===== src/rtl/mult_share_arb.sv =====
// mult_share_arb: round-robin sharing of one pipelined Q1.23 multiplier among NREQ requesters.
// Optional build macro MULT_SHARE_SAT_EN: saturate -1.0 * -1.0 to +1.0 (24'h7FFFFF) instead of wrapping.
module mult_share_arb #(
  parameter int W    = 24,
  parameter int NREQ = 4,
  parameter int LAT  = 4
) (
  input  logic              i_clk,
  input  logic              i_rst_n,
  input  logic              i_en,
  input  logic              i_clr,
  input  logic [NREQ-1:0]   i_req,
  input  logic [NREQ*W-1:0] i_a,
  input  logic [NREQ*W-1:0] i_b,
  output logic [NREQ-1:0]   o_gnt,
  output logic              o_mul_ce,
  output logic              o_mul_sclr,
  output logic [W-1:0]      o_mul_a,
  output logic [W-1:0]      o_mul_b,
  input  logic [2*W-1:0]    i_mul_p,
  output logic [NREQ-1:0]   o_rsp_valid,
  output logic [W-1:0]      o_rsp_data,
  output logic              o_busy
);
  localparam int PW = $clog2(NREQ);

  logic [PW-1:0]         r_ptr;
  logic [PW-1:0]         w_win;
  logic [PW-1:0]         w_idx;
  logic                  w_any;
  logic                  w_gv;
  logic [W-1:0]          w_opa;
  logic [W-1:0]          w_opb;
  logic [LAT:0]          r_vld;
  logic [LAT:0][PW-1:0]  r_id;
  logic [W-1:0]          w_fmt;
  logic                  w_unused;

  // Rotating-priority search starting just after the last winner; the k=1 candidate is written last so it wins.
  always_comb begin
    w_win = r_ptr;
    w_idx = r_ptr;
    w_any = 1'b0;
    for (int k = NREQ; k >= 1; k--) begin
      w_idx = PW'((int'(r_ptr) + k) % NREQ);
      if (i_req[w_idx]) begin
        w_win = w_idx;
        w_any = 1'b1;
      end
    end
    w_gv  = i_rst_n & i_en & ~i_clr & w_any;
    o_gnt = '0;
    w_opa = '0;
    w_opb = '0;
    for (int i = 0; i < NREQ; i++) begin
      if (PW'(i) == w_win) begin
        o_gnt[i] = w_gv;
        w_opa    = i_a[i*W +: W];
        w_opb    = i_b[i*W +: W];
      end
    end
  end

  assign o_mul_ce   = i_en;
  assign o_mul_sclr = i_clr | ~i_rst_n;
  assign o_busy     = |r_vld;

  // The product keeps bits [2W-2:W-1]: identical to dropping the redundant sign bit for every in-range
  // product, while -1.0 * -1.0 wraps to the most negative code.
`ifdef MULT_SHARE_SAT_EN
  logic [LAT:0] r_ovf;
  logic         w_ovf;
  assign w_ovf = (w_opa == {1'b1, {(W-1){1'b0}}}) && (w_opb == {1'b1, {(W-1){1'b0}}});
  assign w_fmt = r_ovf[LAT] ? {1'b0, {(W-1){1'b1}}} : i_mul_p[2*W-2 -: W];
  // Overflow flag travels with its operation so saturation lines up with the returning product.
  always_ff @(posedge i_clk or negedge i_rst_n) begin
    if (!i_rst_n) r_ovf <= '0;
    else if (i_en && !i_clr) r_ovf <= {r_ovf[LAT-1:0], w_gv & w_ovf};
  end
`else
  assign w_fmt = i_mul_p[2*W-2 -: W];
`endif
  assign w_unused = &{1'b0, i_mul_p[2*W-1], i_mul_p[W-2:0]};

  // Round-robin pointer remembers the last winner; no grant leaves it alone.
  always_ff @(posedge i_clk or negedge i_rst_n) begin
    if (!i_rst_n) r_ptr <= PW'(NREQ - 1);
    else if (w_gv) r_ptr <= w_win;
  end

  // Operand registers feeding the multiplier load only on a grant.
  always_ff @(posedge i_clk or negedge i_rst_n) begin
    if (!i_rst_n) begin
      o_mul_a <= '0;
      o_mul_b <= '0;
    end else if (w_gv) begin
      o_mul_a <= w_opa;
      o_mul_b <= w_opb;
    end
  end

  // ID tracker mirrors the multiplier pipeline: shifts with mul_ce, flushed by clr regardless of en.
  always_ff @(posedge i_clk or negedge i_rst_n) begin
    if (!i_rst_n) begin
      r_vld <= '0;
      r_id  <= '0;
    end else if (i_clr) begin
      r_vld <= '0;
    end else if (i_en) begin
      r_vld <= {r_vld[LAT-1:0], w_gv};
      r_id  <= {r_id[LAT-1:0], w_win};
    end
  end

  // Return the product to its owner as a one-cycle one-hot pulse; data holds between results.
  always_ff @(posedge i_clk or negedge i_rst_n) begin
    if (!i_rst_n) begin
      o_rsp_valid <= '0;
      o_rsp_data  <= '0;
    end else if (i_en && !i_clr && r_vld[LAT]) begin
      o_rsp_valid <= NREQ'(1) << r_id[LAT];
      o_rsp_data  <= w_fmt;
    end else begin
      o_rsp_valid <= '0;
    end
  end
endmodule


===== config.mk =====
export PLATFORM = sky130hd
export DESIGN_NAME = mult_share_arb
export DESIGN_NICKNAME = d
export VERILOG_FILES = /design/src/rtl/mult_share_arb.sv
export SDC_FILE = /design/constraint.sdc
export NUM_CORES = 1
export LEC_CHECK = 0
export CAP_MARGIN = 20
export CORE_AREA = 4 4 125 127
export CTS_CLUSTER_DIAMETER = 200
export DETAILED_ROUTE_END_ITERATION = 10
export DIE_AREA = 0 0 129 131
export PLACE_DENSITY = 0.77
export SLEW_MARGIN = 20
export SYNTH_ARGS = -nofsm -noshare
export SYNTH_HDL_FRONTEND = slang
export SYNTH_SLANG_ARGS = --single-unit

===== constraint.sdc =====
create_clock -name i_clk -period 5.8 [get_ports i_clk]
set_clock_uncertainty 0.1 [all_clocks]
set_input_delay 1.45 -clock i_clk [delete_from_list [all_inputs] [get_ports i_clk]]
set_output_delay 1.45 -clock i_clk [all_outputs]
set_load 0.05 [all_outputs]

==> impl_metrics.json <==
{
  "outcome": "finished clean",
  "grt.total_usage_pct": 21.2,
  "die_h_um": 131,
  "post-route-min-period_ps": 5150,
  "peakVddDrop_v": 0.000295,
  "multi_input_area_um2": 2380,
  "io_buffers": 306,
  "met2_length_mm": 9.51,
  "start_kind": "input port",
  "via_per_inst": 5.42,
  "htreeDepth": 3,
  "whs_endpoint": "r_id[8]",
  "p_per_area_nw_per_um2": 378,
  "required_ps": 4250,
  "r2r-end": "o_mul_a[1]",
  "postLayoutCellArea_um2": 8410,
  "grt_pass1_wl_mm": 28.2,
  "cts_buffer_depth": 2,
  "start_util_pct": 34.5,
  "yosysSeqAreaShare_pct": 46.8,
  "dp_slack_ps": 634,
  "m1WireLength_mm": 7.43,
  "wl_per_cell_um": 19.5,
  "cts_tree": "yes",
  "cp_cell_sequence": "clkdlybuf4s50_1, a21oi_1, o32ai_4, nand2_1, nor2_1, buf_12",
  "tns_ps": 0,
  "path_depth": 6,
  "grt_max_degree": 76,
  "rsz0062_at_grt": "false",
  "synth_edf_count": 0,
  "coreArea_um2": 14400,
  "syn_to_final_growth_pct": 69.1,
  "synth_area_um2": 4970,
  "tightest_slew_ps": 1010,
  "leakage_nw": 3.37,
  "diodes": 0,
  "yosysWarnings": 0,
  "worstHoldStart": "r_id[6]",
  "fin_crit_sh_pct": 88.9,
  "synthFlopType": "dfrtp_1",
  "synthCells": 497,
  "finalHoldViolCount": 0,
  "drt.antenna.violating_nets": 0,
  "place_hpwl_mm": 13.7,
  "nNetsFinal": 1020,
  "ctsHoldBuffers": 0,
  "slew_violations": 0,
  "reg2reg_depth": 6,
  "clk_latency_ps": 340,
  "fmax_ghz": 0.194,
  "cp_num_buf_inv": 2,
  "worst_slack_ps": 646,
  "io_pins": 331,
  "fillers": 1233,
  "syn_nets": 745,
  "finalWeightedCongestion": 0.804,
  "seq_area_um2": 2330,
  "dieArea_um2": 16900,
  "worstHoldPathType": "register to register",
  "slew_headroom_pct": 32.6,
  "max_stage_delay_ps": 680,
  "wl_mm": 18.7,
  "setup-violations-final": 0,
  "ys_async_sr_fraction_pct": 100,
  "vias": 5204,
  "critPathSlowestCell": "clkdlybuf4s50_1",
  "cp.arrival_ps": 3600,
  "cts_root_buffer": "clkbuf_16",
  "drt_iter0_drc": 264,
  "post-route-util_pct": 58.3,
  "synthDistinctLibCells": 47,
  "drc": 0,
  "post_cts_buffers": 0,
  "cts_resized": 0,
  "grt_overflow_total": 0,
  "cap_violations": 0,
  "drt_pass1_iterations": 4,
  "placed_area_um2": 8120,
  "routed.top_layer": "met5",
  "ys_ff_latch": 93,
  "worstSetupEndpointType": "primary output",
  "die_w_um": 129,
  "critPathKind": "input port to primary output",
  "syn_area_per_cell_um2": 10.0,
  "regToRegSetupSlack_ps": 2570,
  "grt_pass1_vias": 5460,
  "r2r_start": "r_ptr[1]",
  "num_rows": 44,
  "path_max_fanout": 15,
  "clk_pin_slew_worst_paths_ps": 60,
  "cts_made_buffers": 9,
  "cts_sinks": 93,
  "drive_gt1_share_pct": 11.2,
  "antenna_found_initial": 1,
  "worst_path_dominant_cell_family": "compound AO/OA/AOI/OAI gates",
  "wl_met3_mm": 1.38,
  "hold_depth": 2
}
worst reg2reg max path: stages, from the launching register on:
cell and delay, ps:
dfstp_2 690, nor2b_2 130, a211o_1 350, a21oi_4 160, buf_4 560, nand2_2 670
o31ai_1 460
per-stage QoR:
stage / cells / hold WS, ps / power [mW]
5_1_grt: 960 / 401 / 3.33
3_5_place_dp: 945 / 358 / 2.61
4_1_cts: 960 / 375 / 3.21
6_report: 960 / 372 / 3.18
2_1_floorplan: 497 / 339 / 1.99
3_3_place_gp: 945 / 351 / 2.58
routing by layer:
layer | track usage, % | up-vias
met5 | 0 | -
met3 | 5.28 | 32
met4 | 7.54 | 2
met2 | 37.3 | 233
li1 | - | 2419
met1 | 25.2 | 2518
area by class of cell:
type | count | area share [%]
Tap cell | 184 | 2.74
Clock buffer | 10 | 2.72
Clock inverter | 5 | 0.729
Timing Repair Buffer | 316 | 37.7
Inverter | 1 | 0.0446
Sequential cell | 93 | 27.7
Multi-Input combinational cell | 351 | 28.3
power by group:
group / switching, mW / total (mW) / internal, mW
registers: 0.111 / 0.924 / 0.813
logic: 1.02 / 1.67 / 0.651
clock network: 0.250 / 0.584 / 0.333
cells by family after synthesis:
family,synth area share (%)
flip-flops,46.8
multiplexers,6.24
AO/OA/AOI/OAI,30.9
buffers and inverters,5.78
AND/OR/NAND/NOR,10.2
cells in the mapped netlist, types with 2 or more instances:
| library cell | number | area [um2] |
|---|---|---|
| a31o_2 | 11 | 96.3 |
| nand3b_1 | 2 | 15.0 |
| a2bb2oi_2 | 9 | 135 |
| mux2_2 | 24 | 270 |
| o221ai_1 | 13 | 114 |
| dfstp_2 | 2 | 52.6 |
| nor2b_1 | 2 | 12.5 |
| buf_2 | 32 | 160 |
| nand2_1 | 81 | 304 |
| o31ai_1 | 35 | 263 |
| clkbuf_1 | 8 | 30.0 |
| o22ai_1 | 36 | 225 |
| buf_6 | 3 | 33.8 |
| buf_4 | 7 | 52.6 |
| a21oi_1 | 50 | 250 |
| nor3_1 | 3 | 15.0 |
| nor2_1 | 10 | 37.5 |
| mux2i_1 | 4 | 40.0 |
| dfrtp_1 | 91 | 2280 |
| o21ai_1 | 10 | 50.1 |
| buf_1 | 2 | 7.51 |
| a2bb2oi_1 | 27 | 236 |
| nor3b_1 | 4 | 30.0 |
| nand2b_1 | 4 | 25.0 |
| o21ai_0 | 5 | 25.0 |
cell usage in the layout, fill, tap and decap left out, types with 2 or more instances in the layout:
master           synthesis  layout
mux2_2                  24      24
o22ai_1                 36      36
nor3b_1                  4       4
buf_12                   0       4
a2bb2oi_2                9       9
o21ai_1                 10      10
nand2_2                  1       2
nand2b_1                 4       4
dfrtp_1                 91      91
nor2_1                  10      10
dfstp_2                  2       2
nor3_1                   3       3
nand2_1                 81      80
clkdlybuf4s50_1          0     301
o31ai_1                 35      35
clkbuf_16                0       9
nor2b_1                  2       2
buf_4                    7      11
o21ai_0                  5       5
a21oi_1                 50      50
a31o_2                  11      11
nand3b_1                 2       2
o221ai_1                13      13
a2bb2oi_1               27      27
clkinvlp_4               0       3
mux2i_1                  4       4
worst max path at each step:
stage | to | from | slack [ps]
floorplan | o_gnt[2] | i_en | 750
global placement | o_gnt[1] | i_req[3] | 680
detailed placement | o_gnt[1] | i_req[0] | 630
CTS | o_gnt[1] | i_req[0] | 600
global route | o_gnt[0] | i_req[0] | 470
finish | o_gnt[1] | i_req[0] | 650
registers in the layout (all words and copies together), names as in the netlist:
name,cells
o_mul_a,24
r_vld,5
o_mul_b,24
o_rsp_valid,4
r_ptr,2
r_id,10
o_rsp_data,24
No activity file was read; power rests on OpenSTA's default activity.
